===== src/rtl/alt_run_detector_if.sv =====
// -----------------------------------------------------------------------------
// alt_run_detector_if
// Groups the sample stream and the detector results into one bundle.
//   en      : sample valid, x is sampled only when en=1
//   x       : serial data bit
//   clr     : synchronous clear, has priority over en
//   z       : registered hit pulse
//   run_len : current alternating-run length (registered)
//   active  : run in progress with run_len >= 2
//   hit_cnt : 16-bit hit counter, present only with ALT_HIT_COUNT_EN defined
// Modports: master = stream source / result consumer, slave = detector.
// -----------------------------------------------------------------------------
interface alt_run_detector_if #(
   parameter int CNT_W = 8
);
   logic             en;
   logic             x;
   logic             clr;
   logic             z;
   logic [CNT_W-1:0] run_len;
   logic             active;
`ifdef ALT_HIT_COUNT_EN
   logic [15:0]      hit_cnt;

   modport master (output en, x, clr, input z, run_len, active, hit_cnt);
   modport slave  (input en, x, clr, output z, run_len, active, hit_cnt);
`else
   modport master (output en, x, clr, input z, run_len, active);
   modport slave  (input en, x, clr, output z, run_len, active);
`endif
endinterface : alt_run_detector_if


===== src/rtl/alt_run_detector.sv =====
// -----------------------------------------------------------------------------
// alt_run_detector
// Detects runs of alternating bits (0101... / 1010...) on a qualified serial
// stream. Tracks the current run length and pulses z when the run reaches
// MIN_LEN. OVERLAP=1 keeps hitting while the run continues; OVERLAP=0 restarts
// after each hit.
// Ports:
//   clk  : clock, rising edge
//   rst  : asynchronous reset, active-low
//   bus  : alt_run_detector_if.slave (en, x, clr in; z, run_len, active out)
// Optional feature macro: ALT_HIT_COUNT_EN adds bus.hit_cnt, a 16-bit wrapping
// count of edges that loaded z with 1.
// -----------------------------------------------------------------------------
module alt_run_detector #(
   parameter int MIN_LEN = 4,
   parameter int CNT_W   = 8,
   parameter bit OVERLAP = 1'b1
) (
   input  logic              clk,
   input  logic              rst,
   alt_run_detector_if.slave bus
);

   typedef enum logic {IDLE = 1'b0, RUN = 1'b1} state_t;

   localparam logic [CNT_W-1:0] LEN_MAX = {CNT_W{1'b1}};
   localparam logic [CNT_W-1:0] LEN_HIT = CNT_W'(MIN_LEN);
   localparam logic [CNT_W-1:0] LEN_ONE = CNT_W'(1);
   localparam logic [CNT_W-1:0] LEN_TWO = CNT_W'(2);

   state_t           state_q, state_d;
   logic             last_q, last_d;
   logic [CNT_W-1:0] run_len_q, run_len_d;
   logic             z_q, z_d;
   logic [CNT_W-1:0] new_len;
`ifdef ALT_HIT_COUNT_EN
   logic [15:0]      hit_cnt_q, hit_cnt_d;
`endif

   // State register
   // NOTE: sequential state uses non-blocking assignments so every register
   // samples the pre-edge values of the others.
   always_ff @(posedge clk or negedge rst) begin
      if (!rst) begin
         state_q   <= IDLE;
         last_q    <= 1'b0;
         run_len_q <= '0;
         z_q       <= 1'b0;
`ifdef ALT_HIT_COUNT_EN
         hit_cnt_q <= '0;
`endif
      end else begin
         state_q   <= state_d;
         last_q    <= last_d;
         run_len_q <= run_len_d;
         z_q       <= z_d;
`ifdef ALT_HIT_COUNT_EN
         hit_cnt_q <= hit_cnt_d;
`endif
      end
   end

   // Next-state logic
   always_comb begin
      // NOTE: every signal gets a default first so no path leaves it
      // unassigned, which would otherwise infer a latch.
      state_d   = state_q;
      last_d    = last_q;
      run_len_d = run_len_q;
      z_d       = 1'b0;
      // Length the run would have if this sample is taken in RUN;
      // saturates instead of wrapping.
      if (bus.x != last_q)
         new_len = (run_len_q == LEN_MAX) ? LEN_MAX : run_len_q + LEN_ONE;
      else
         new_len = LEN_ONE;

      if (bus.clr) begin
         state_d   = IDLE;
         last_d    = 1'b0;
         run_len_d = '0;
      end else if (bus.en) begin
         last_d = bus.x;
         if (state_q == IDLE) begin
            state_d   = RUN;
            run_len_d = LEN_ONE;
         end else if (OVERLAP) begin
            run_len_d = new_len;
            z_d       = (new_len >= LEN_HIT);
         end else if (new_len == LEN_HIT) begin
            // Non-overlapping: a hit consumes the run, next sample starts fresh
            state_d   = IDLE;
            run_len_d = '0;
            z_d       = 1'b1;
         end else begin
            run_len_d = new_len;
         end
      end

`ifdef ALT_HIT_COUNT_EN
      if (bus.clr)
         hit_cnt_d = '0;
      else if (z_d)
         hit_cnt_d = hit_cnt_q + 16'd1;
      else
         hit_cnt_d = hit_cnt_q;
`endif
   end

   // Output logic: decoded from registered state only, no path from x
   always_comb begin
      bus.z       = z_q;
      bus.run_len = run_len_q;
      bus.active  = (state_q == RUN) && (run_len_q >= LEN_TWO);
`ifdef ALT_HIT_COUNT_EN
      bus.hit_cnt = hit_cnt_q;
`endif
   end

endmodule : alt_run_detector


===== src/flat_wrapper.sv =====
// flat-port wrapper written by rule: the top's interface ports become plain ports
module alt_run_detector_flat 
#(
   parameter int MIN_LEN = 4,
   parameter int CNT_W   = 8,
   parameter bit OVERLAP = 1'b1
)
  (clk, rst, bus_en, bus_x, bus_clr, bus_z, bus_run_len, bus_active);
  alt_run_detector_if #(.CNT_W(CNT_W)) bus_i ();
  input  logic clk;
  input  logic rst;
  input wire logic [$bits(bus_i.en)-1:0] bus_en;
  input wire logic [$bits(bus_i.x)-1:0] bus_x;
  input wire logic [$bits(bus_i.clr)-1:0] bus_clr;
  output wire logic [$bits(bus_i.z)-1:0] bus_z;
  output wire logic [$bits(bus_i.run_len)-1:0] bus_run_len;
  output wire logic [$bits(bus_i.active)-1:0] bus_active;
  assign bus_i.en = bus_en;
  assign bus_i.x = bus_x;
  assign bus_i.clr = bus_clr;
  assign bus_z = bus_i.z;
  assign bus_run_len = bus_i.run_len;
  assign bus_active = bus_i.active;
  alt_run_detector #(.MIN_LEN(MIN_LEN), .CNT_W(CNT_W), .OVERLAP(OVERLAP)) u_core (.clk(clk), .rst(rst), .bus(bus_i));
endmodule

===== config.mk =====
export PLATFORM = sky130hd
export DESIGN_NAME = alt_run_detector_flat
export DESIGN_NICKNAME = d
export VERILOG_FILES = /design/src/rtl/alt_run_detector_if.sv /design/src/rtl/alt_run_detector.sv /design/src/flat_wrapper.sv
export SDC_FILE = /design/constraint.sdc
export NUM_CORES = 1
export LEC_CHECK = 0
export BUFFER_PORTS_ARGS = -buffer_cell sky130_fd_sc_hd__buf_2
export CORE_AREA = 2 2 39 41
export CTS_BUF_LIST = sky130_fd_sc_hd__clkbuf_4 sky130_fd_sc_hd__clkbuf_8
export CTS_CLUSTER_SIZE = 28
export DETAILED_ROUTE_END_ITERATION = 8
export DIE_AREA = 0 0 41 43
export PLACE_DENSITY = 0.76
export SYNTH_ARGS = -nofsm -noshare
export SYNTH_HDL_FRONTEND = slang
export SYNTH_SLANG_ARGS = --single-unit
export TNS_END_PERCENT = 50

===== constraint.sdc =====
create_clock -name clk -period 2.7 [get_ports clk]
set_clock_uncertainty 0.05 [all_clocks]
set_input_delay 0.27 -clock clk [delete_from_list [all_inputs] [get_ports clk]]
set_output_delay 0.27 -clock clk [all_outputs]
set_load 0.01 [all_outputs]

* Yosys cells after proc, flatten, opt, wreduce, memory -nomap -nowiden
Index checks and enable logic that the tools add are counted.
** Word-level totals
- Bits in registers :: 11
- Bits of input ports :: 5
- Output and inout bits :: 10
- Word-level logic and storage cells :: 23
** Operators by class
- $add $sub $neg :: 1
- Order comparisons :: 2
- Equality and inequality tests :: 2
- Multiplexer cells :: 12
- Reductions and logical operators :: 2
** Operators with widths (count)
- 8-bit two-way mux :: 5
- 8-bit by 1-bit adder with 8-bit output, second input constant :: 1
- 8-bit == test, second input constant :: 1
- 8-bit by 2-bit greater-or-equal comparator with 1-bit output, second input constant :: 1
- 8-bit by 3-bit greater-or-equal comparator with 1-bit output, second input constant :: 1
- 1-bit two-way mux :: 7
- 2-bit nonzero test :: 1
- 1-bit logical AND :: 1
- 1-bit != test :: 1

* Longest topological paths before layout
Gate-level depths: netlist (run 1).
- Depth after elaboration :: 7
- Mapped depth :: 5
- Depth with buffers taken out :: 4

* Least setup slack after synthesis (run 1)
No wires, ideal clock.
- Kind :: register -> output
- Start point :: reg u_core.run_len_q[7] (netlist: u_core.bus.run_len[7])
- End point :: out bus_active
- Arrival time :: 1.233 ns
- Data required time :: 2.380 ns
- Slack :: 1.147 ns
- Cell stages (with the launch flop) :: 5
- Path buffers :: 1
- Cell sequence :: dfrtp_1 buf_2 or4_1 nor2_1 a21boi_1
** Between the ends
- Word-level cells in the longest chain between the ends :: 2
** Ends and longest elaborated chain
- start, declared :: RTL line alt_run_detector.sv:33 : logic [CNT_W-1:0] run_len_q, run_len_d;
- start signal, assigned :: RTL line alt_run_detector.sv:55 : run_len_q <= run_len_d;
- 8-bit by 2-bit greater-or-equal comparator with 1-bit output :: RTL line alt_run_detector.sv:114 : bus.active = (state_q == RUN) && (run_len_q >= LEN_TWO);
- 1-bit logical AND :: RTL line alt_run_detector.sv:114
- end, declared :: RTL line flat_wrapper.sv:17 : output wire logic [$bits(bus_i.active)-1:0] bus_active;
Every way passes these cells.

* Worst setup path after layout (run 1)
- Start point :: reg u_core.run_len_q[4] (netlist: u_core.bus.run_len[4])
- End point :: out bus_active
Same word-level chain as after synthesis.

==> impl_metrics.toml, run 1 <==
[routing]
drt_wl_total_mm = 1.55
drt-initial-drc-count = 33
routedWlPerCell_um = 15.3
post_drt_via_cell_ratio = 6.15
dr.pass1.iters = 4
route.detailed.drc = 0
via_count = 621
ant_nets = 0

[global_route]
grt_pass1_vias = 567
track_usage_pct = 20.4
grt_start_max_net_pins = 12
antenna_found_initial = 0
grt_overflow = 0
grt_pass1_wl_mm = 2.46

[worst_setup_path]
cp-start-kind = "flip-flop"
reg2reg_setup_slack_ns = 1.08
cp-startpoint = "u_core.bus.run_len[4]"
path_max_fanout = 8
cp_slowest_cell = "or4_1"
crit_path_end_kind = "output pin"
slowest_delay_ns = 0.53
cp_top_family = "simple AND/OR/NAND/NOR gates"
cp_num_buf_inv = 1
criticalPathCategory = "flip-flop to output pin"
rr_startpoint = "u_core.bus.run_len[0]"
reg2reg_depth = 4
r2r-end = "u_core.bus.run_len[0]"
cp.arrival_ns = 1.64
critPathRequiredTime_ns = 2.38
crit_chain = "or4_1, nor2_1, a21boi_1, buf_2"

[timing]
finalCriticalPeriod_ns = 1.96
clock.fmax_ghz = 0.510
relSlewSlack_pct = 75.8
setup_viol = 0
worst_slew_pin_slew_ns = 0.362
slew_violations = 0
rsz0062_at_grt = "false"
fin_crit_sh_pct = 72.6
fin_setup_tns_ns = 0
hold_viol = 0

[yosys]
synth_edf_count = 0
syn_avg_cell_area_um2 = 9.81
ys_ff_latch = 11
synth_top_flop_cell = "dfrtp_1"
yosysSeqAreaShare_pct = 40.1
synth_cell_types = 35
yosysWarnings = 0
synth_cells = 70
async_flop_share_pct = 100
syn_area_um2 = 687
synthesis.nets = 77

[final_layout]
fin_area_um2 = 788
final_layout_size_suffix_gt1_share_pct = 25.9
final_common_cell = "buf_2"
fin_util_pct = 57.0
final_nets = 93
fillCellCount = 132
area_growth_pct = 14.8
final_cell_mix = "buf_2 (14), dfrtp_1 (11), nor2_1 (5), nand2_1 (5)"
diodes = 0

[placed_design]
port_buffers = 14
routabilityCongestion = 0.841
placed_area_um2 = 748
place_hpwl_mm = 1.10

[clock_tree]
clock_latency_ns = 0.27
cts-root-buf = "clkbuf_4"
htree_levels = 1
numCtsBuffers = 3
cts_resized = 0
cts_max_path_buffers = 2
cts.sinks = 11
cts_hold_buf = 1
cts_tree = "done"
cts_setup_buffers = 0
cts.clk_slew.worst_paths_ns = 0.07

[floorplan]
core_area_um2 = 1380
die-area_um2 = 1760
fp-row-count = 14
pin_count = 15
start_util_pct = 49.6
die_w_um = 41
die_h_um = 43

[worst_hold_path]
whs_endpoint = "u_core.state_q"
holdPathStages = 2
worstHoldPathType = "primary input to flip-flop"
hold_start = "bus_clr"

[power_and_ir_drop]
power_density_nw_per_um2 = 421
p_leak_nw = 0.361
vdd_ir_drop_max_uv = 242

[run_status]
status = "complete, no violations"

[flow_run]
maxCapViolations = 0
==> cells by family after synthesis <==
family | Yosys count | synth area share [%]
AO/OA/AOI/OAI | 21 | 22.2
XOR/XNOR | 3 | 4.92
adder cells (fa/ha/maj) | 2 | 3.64
buffers and inverters | 5 | 4.74
flip-flops | 11 | 40.1
multiplexers | 1 | 1.46
AND/OR/NAND/NOR | 27 | 23.0
==> per-layer routing <==
| layer | track usage [%] | share of wire (%) | vias to the layer above |
|---|---|---|---|
| met5 | 0 | 0 | - |
| met2 | 30.6 | 48 | 34 |
| li1 | - | - | 301 |
| met4 | 8.00 | 1.2 | 0 |
| met1 | 28.4 | 44 | 282 |
| met3 | 3.14 | 7.2 | 4 |
==> stage by stage <==
| stage | setup WS, ns | hold WS [ns] | power (mW) | std cells |
|---|---|---|---|---|
| CTS | 0.750 | 0.198 | 0.333 | 101 |
| floorplan | 1.15 | -0.0756 | 0.196 | 70 |
| global placement | 1.06 | 0.104 | 0.208 | 96 |
| finish | 0.739 | 0.199 | 0.332 | 101 |
| detailed placement | 1.04 | 0.106 | 0.209 | 96 |
| global route | 0.656 | 0.207 | 0.346 | 101 |
==> state kept, by name (all words and copies together), names as in the netlist <==
register,count
u_core.bus.run_len,8
u_core.bus.z,1
u_core.last_q,1
u_core.state_q,1
==> synthesized netlist by cell type (2+ instances only) <==
| cell | count | area (µm²) |
|---|---|---|
| nand4_1 | 2 | 12.5 |
| dfrtp_1 | 11 | 275 |
| a31oi_1 | 4 | 25.0 |
| o22ai_1 | 2 | 12.5 |
| nor3_1 | 4 | 20.0 |
| xnor2_1 | 2 | 17.5 |
| nand2_1 | 5 | 18.8 |
| a311oi_1 | 2 | 17.5 |
| nand3_1 | 2 | 10.0 |
| a22o_1 | 2 | 17.5 |
| buf_2 | 2 | 10.0 |
| a211oi_1 | 2 | 15.0 |
| ha_1 | 2 | 25.0 |
| a21oi_1 | 2 | 10.0 |
| nor2_1 | 5 | 18.8 |
| and3_1 | 2 | 12.5 |
==> worst max path at each step <==
stage / endpoint / slack, ns / cells past startpoint
after floorplan: bus_active / 1.15 / 4
after global placement: bus_active / 1.06 / 4
after detailed placement: bus_active / 1.04 / 4
after CTS: bus_active / 0.75 / 4
after global routing: bus_active / 0.66 / 4
final: bus_active / 0.74 / 4
==> area by class of cell <==
cell class                 instances  area (µm²)  area share, %
clock buffer                       4        30.0           3.81
inverter                           1        3.75          0.476
multi-input combinational         54         379           48.1
sequential                        11         275           34.9
tap                               16        20.0           2.54
timing repair buffer              15        80.1           10.2
==> worst register-to-register path: cells and delay by family, from the launching register on <==
family          cells  cell delay, ns
compound gates      2            0.46
flops               1            0.44
fa+ha+maj           1            0.29
simple gates        1            0.25
==> power by group <==
| group | total (mW) | internal (mW) | switching [mW] |
|---|---|---|---|
| clock network | 0.124 | 0.0672 | 0.0572 |
| logic | 0.0349 | 0.0129 | 0.0220 |
| registers | 0.172 | 0.168 | 0.00452 |
| total | 0.332 | 0.248 | 0.0837 |
No activity file was read; power rests on OpenSTA's default activity.
==> run 2: changes to the inputs <==
--- a/config.mk
+++ b/config.mk
@@ -5,6 +5,7 @@
 export SDC_FILE = /design/constraint.sdc
 export NUM_CORES = 1
 export LEC_CHECK = 0
+export ABC_AREA = 1
 export BUFFER_PORTS_ARGS = -buffer_cell sky130_fd_sc_hd__buf_2
 export CORE_AREA = 2 2 39 41
 export CTS_BUF_LIST = sky130_fd_sc_hd__clkbuf_4 sky130_fd_sc_hd__clkbuf_8
==> constraint.sdc (replaced) <==
create_clock -name clk -period 2.05 [get_ports clk]
set_clock_uncertainty 0.05 [all_clocks]
set_input_delay 0.205 -clock clk [delete_from_list [all_inputs] [get_ports clk]]
set_output_delay 0.205 -clock clk [all_outputs]
set_load 0.01 [all_outputs]
==> run 2 against run 1 <==
Against the previous run: clock power grew 31%; cell count grew 20%; cell area grew 2.4%; power grew 30%; combinational power grew 17%; count of clock-buffer cells in the layout is the same; synthesized cell count grew 23%; sequential share of layout area shrank 0.81 points; non-clock buffer count is the same; via count grew 7.9%; area after synthesis shrank 1.5%; sequential power grew 32%.
==> impl_metrics.toml, run 2 <==
[run_status]
status = "complete, no violations"

[worst_setup_path]
reg2reg_setup_slack_ns = 0.52
reg2reg_depth = 9
r2r-end = "u_core.bus.z"
criticalPathCategory = "flip-flop to output pin"
rr_startpoint = "u_core.bus.run_len[0]"
critPathRequiredTime_ns = 1.79
cp-start-kind = "flip-flop"
crit_path_end_kind = "output pin"
cp.arrival_ns = 1.40
path_max_fanout = 6

[yosys]
syn_area_um2 = 677
yosysWarnings = 0
ys_ff_latch = 11
synth_cells = 86
synth_top_flop_cell = "dfrtp_1"
ys_top_cells_by_area = "dfrtp_1 (41%), nand2_1 (11%), nand3_1 (7.4%)"
synth_cell_types = 20
yosysSeqAreaShare_pct = 40.7
yosys-top-cells-count = "nand2_1 (19), inv_1 (12), dfrtp_1 (11)"
yosysTopAreaCell = "dfrtp_1"
synth_top_area_share_pct = 40.7
async_flop_share_pct = 100
synthesis.nets = 93
synth_most_common_cell = "nand2_1"
synth_edf_count = 0
syn_avg_cell_area_um2 = 7.87

[worst_hold_path]
worstHoldPathType = "primary input to flip-flop"
whs_endpoint = "u_core.state_q"
holdPathStages = 2
hold_start = "bus_clr"

[timing]
slew_violations = 0
fin_crit_sh_pct = 80.5
setup_viol = 0
worst_slew_pin_slew_ns = 0.341
relSlewSlack_pct = 77.2
fin_setup_tns_ns = 0
rsz0062_at_grt = "false"
finalCriticalPeriod_ns = 1.65
hold_viol = 0
clock.fmax_ghz = 0.606

[floorplan]
die_w_um = 41
die-area_um2 = 1760
pin_count = 15
start_util_pct = 48.9
core_area_um2 = 1380
fp-row-count = 14
die_h_um = 43

[routing]
drt_wl_total_mm = 1.50
route.detailed.drc = 0
routedWlPerCell_um = 12.4
ant_nets = 0
drt-initial-drc-count = 23
post_drt_via_cell_ratio = 5.54
via_count = 670
dr.pass1.iters = 4

[final_layout]
final_cell_mix = "nand2_1 (19), buf_2 (14), inv_1 (12)"
final_common_cell = "nand2_1"
multiInputGateArea_um2 = 349
diodes = 0
final_layout_size_suffix_gt1_share_pct = 23.8
ff_latch_area_um2 = 275
area_growth_pct = 19.2
final_nets = 113
fillCellCount = 119
largest_register_ffs = 8

[clock_tree]
cts-root-buf = "clkbuf_4"
cts_setup_buffers = 0
clock_latency_ns = 0.27
cts_max_path_buffers = 2
cts.clk_slew.worst_paths_ns = 0.06
cts_tree = "done"
numCtsBuffers = 3
cts.sinks = 11
cts_resized = 0
htree_levels = 1

[power_and_ir_drop]
p_leak_nw = 0.424
power_density_nw_per_um2 = 532
finalPower_mw = 0.430
vdd_ir_drop_max_uv = 334

[global_route]
grt_start_max_net_pins = 12
grt_pass1_vias = 639
track_usage_pct = 22.1
grt_pass1_wl_mm = 2.63
grt_overflow = 0
antenna_found_initial = 0

[flow_run]
maxCapViolations = 0

[placed_design]
port_buffers = 14
routabilityCongestion = 0.949
place_hpwl_mm = 1.13
==> run 2: worst max-delay path by stage <==
| stage | slack (ns) | from | to | depth (start not counted) |
|---|---|---|---|---|
| 2_1_floorplan | 0.60 | u_core.bus.run_len[0] | u_core.bus.z | 9 |
| 3_3_place_gp | 0.56 | u_core.bus.run_len[0] | u_core.bus.z | 9 |
| 3_5_place_dp | 0.54 | u_core.bus.run_len[0] | u_core.bus.z | 9 |
| 4_1_cts | 0.40 | u_core.bus.run_len[0] | bus_active | 5 |
| 5_1_grt | 0.21 | u_core.bus.run_len[0] | bus_active | 5 |
| 6_report | 0.40 | u_core.bus.run_len[0] | bus_active | 5 |
==> run 2: logic make-up (layout without fill, tap and decap cells) <==
family                     Yosys count  in the layout  share of synthesized area [%]
adders and majority gates            2              2                           3.70
AOI/OAI and AO/OA                   13             13                           12.0
xor gates and xnor gates             2              2                           5.36
and+or+nand+nor                     44             44                           30.5
DFF                                 11             11                           40.7
buffers and inverters               14             33                           7.76
==> run 2: final cells by class <==
cell class | count | area share [%]
Inverter | 14 | 6.51
Multi-Input combinational cell | 61 | 43.3
Sequential cell | 11 | 34.1
Timing Repair Buffer | 15 | 9.92
Tap cell | 16 | 2.48
Clock buffer | 4 | 3.72
==> run 2: worst max-delay path, cell delays in order, from the launching register on <==
cell and delay [ns]:
dfrtp_1 0.44, inv_1 0.09, ha_1 0.20, nor4_1 0.16, a21oi_1 0.10, buf_2 0.14
==> run 2: routing by layer <==
layer | share of wire (%) | GRT usage, % | up-vias
met3 | 7.6 | 6.81 | 4
met2 | 48 | 29.4 | 31
met1 | 42 | 30.6 | 307
met4 | 1.6 | 12.7 | 0
li1 | - | - | 328
met5 | 0 | 0 | -
==> run 2: power by group <==
group          total [mW]  switching, mW  leakage (nW)  internal, mW
registers           0.227        0.00542         0.150         0.221
clock network       0.162         0.0735        0.0184        0.0886
logic              0.0409         0.0264         0.255        0.0144
==> run 2: through the flow <==
stage	cells	area [µm²]	util, %	worst slack (ns)	hold WS [ns]
global placement	116	767	55.4	0.564	0.0400
finish	121	807	58.3	0.399	0.0618
detailed placement	116	767	55.4	0.538	0.0354
CTS	121	807	58.3	0.395	0.0580
global route	121	807	58.3	0.205	0.0507
floorplan	86	677	-	0.597	-0.141
==> run 2: what timing repair did <==
action	4_1_cts	5_1_grt
hold buffers	1	0
hold endpoints to repair	11	0
setup endpoints to repair	0	0
==> run 3: changes to the inputs <==
==> constraint.sdc (replaced) <==
create_clock -name clk -period 1.7 [get_ports clk]
set_clock_uncertainty 0.05 [all_clocks]
set_input_delay 0.17 -clock clk [delete_from_list [all_inputs] [get_ports clk]]
set_output_delay 0.17 -clock clk [all_outputs]
set_load 0.01 [all_outputs]
==> run 3 against run 2 <==
Against the previous run: flip-flop and latch count did not move; largest power group unchanged; global-route usage fell by 1.3 points; cell count rose by 0.83%; hold slack got worse by 0.050 ns; power rose by 21%; combinational power rose by 21%; first-iteration DRC count rose by 13%; non-clock buffer count rose by 1; via count fell by 0.45%; sequential power rose by 20%; register-to-register slack got worse by 0.38 ns.
==> impl_metrics.toml, run 3 (same netlist as run 2, synthesis figures left out) <==
[routing]
post_drt_via_cell_ratio = 5.47
drt-initial-drc-count = 26
ant_nets = 0
drt_wl_total_mm = 1.45
dr.pass1.iters = 4
via_count = 667
routedWlPerCell_um = 11.9
route.detailed.drc = 0

[final_layout]
final_common_cell = "nand2_1"
instances_no_fill = 122
area_growth_pct = 21.4
diodes = 0
multiInputGateArea_um2 = 355
largest_register_ffs = 8
final_cell_mix = "nand2_1 (19), buf_2 (14), inv_1 (12)"
final_layout_size_suffix_gt1_share_pct = 26.4
ff_latch_area_um2 = 277
fillCellCount = 131
final_nets = 114

[floorplan]
core_area_um2 = 1380
fp-row-count = 14
start_util_pct = 48.9
pin_count = 15
die_w_um = 41
die_h_um = 43
die-area_um2 = 1760

[worst_setup_path]
cp-start-kind = "flip-flop"
crit_chain = "buf_4, ha_1, nor4_2, a21oi_1, buf_2"
cp.arrival_ns = 1.38
cp_top_family = "flip-flops"
crit_cells = 5
slowest_delay_ns = 0.38
reg2reg_depth = 9
crit_path_end_kind = "output pin"
criticalPathCategory = "flip-flop to output pin"
critPathRequiredTime_ns = 1.48
cp_num_buf_inv = 2
cp_slowest_cell = "dfrtp_1"
path_max_fanout = 6

[flow_run]
maxCapViolations = 0

[power_and_ir_drop]
seqPwrFrac_pct = 52.6
internal-power_mw = 0.392
combPwrFrac_pct = 9.5
p_leak_nw = 0.429
power.share.clock_pct = 37.9
finalPower_mw = 0.520
power_density_nw_per_um2 = 632
p_sw_mw = 0.128
swShare_pct = 24.6
vdd_ir_drop_max_uv = 417

[global_route]
antenna_found_initial = 0
grt_pass1_wl_mm = 2.49
grt_pass1_vias = 599
track_usage_pct = 20.7
grt_start_max_net_pins = 12
grt_overflow = 0

[placed_design]
place_ws_ns = 0.160
dp_cells = 117
routabilityCongestion = 0.950
place_hpwl_mm = 1.09
port_buffers = 14

[timing]
finalCriticalPeriod_ns = 1.60
clock.fmax_ghz = 0.626
hold_viol = 0
fin_hold_ws_ns = 0.0113
fin_setup_tns_ns = 0
worst_slack_ns = 0.103
worst_slew_pin_slew_ns = 0.285
slew_violations = 0
relSlewSlack_pct = 81.0
fin_crit_sh_pct = 94.0
rsz0062_at_grt = "false"
setup_viol = 0

[clock_tree]
cts_tree = "done"
numCtsBuffers = 3
cts-root-buf = "clkbuf_4"
cts.sinks = 11
htree_levels = 1
cts.clk_slew.worst_paths_ns = 0.07
cts_max_path_buffers = 2
clock_latency_ns = 0.27

[run_status]
status = "complete, no violations"

[worst_hold_path]
holdPathStages = 2
worstHoldPathType = "primary input to flip-flop"
==> run 3: final timing paths <==
path	to	slack (ns)	start
setup reg to reg	u_core.bus.z	0.14	u_core.bus.run_len[0]
max in group asynchronous	u_core.bus.run_len[0]	1.15	rst
hold reg to reg	u_core.state_q	0.52	u_core.state_q
setup / recovery	bus_active	0.10	u_core.bus.run_len[1]
hold / removal	u_core.state_q	0.01	bus_clr
min in group asynchronous	u_core.bus.run_len[5]	0.24	rst
==> run 3: timing repair <==
item	in CTS	in global routing
gates resized for setup	0	2
hold endpoints to repair	11	0
hold buffers	1	0
setup endpoints to repair	0	1
setup buffers	0	0
==> run 3: cell type report <==
class | count | share of cell area (%)
Clock buffer | 4 | 3.65
Multi-Input combinational cell | 61 | 43.2
Timing Repair Buffer | 16 | 10.7
Sequential cell | 11 | 33.6
Tap cell | 16 | 2.44
Inverter | 14 | 6.39
==> run 3: per-stage QoR <==
stage | cell area (µm²) | utilization [%]
2_1_floorplan | 677 | -
3_3_place_gp | 774 | 56.0
3_5_place_dp | 774 | 56.0
4_1_cts | 815 | 58.9
5_1_grt | 822 | 59.4
6_report | 822 | 59.4
==> run 3: power by group through the flow <==
stage	combinational [mW]	sequential, mW	clock (mW)
after floorplan	0.0254	0.279	0
after global placement	0.0474	0.277	0
after detailed placement	0.0478	0.278	0
after CTS	0.0496	0.273	0.202
after global routing	0.0568	0.274	0.215
final	0.0496	0.273	0.197
==> run 3: layer usage <==
metal  wire [µm]  global-route usage, %
met5           0                      0
met4           6                   8.00
met3          81                   3.14
met2         738                   30.9
met1         624                   29.2
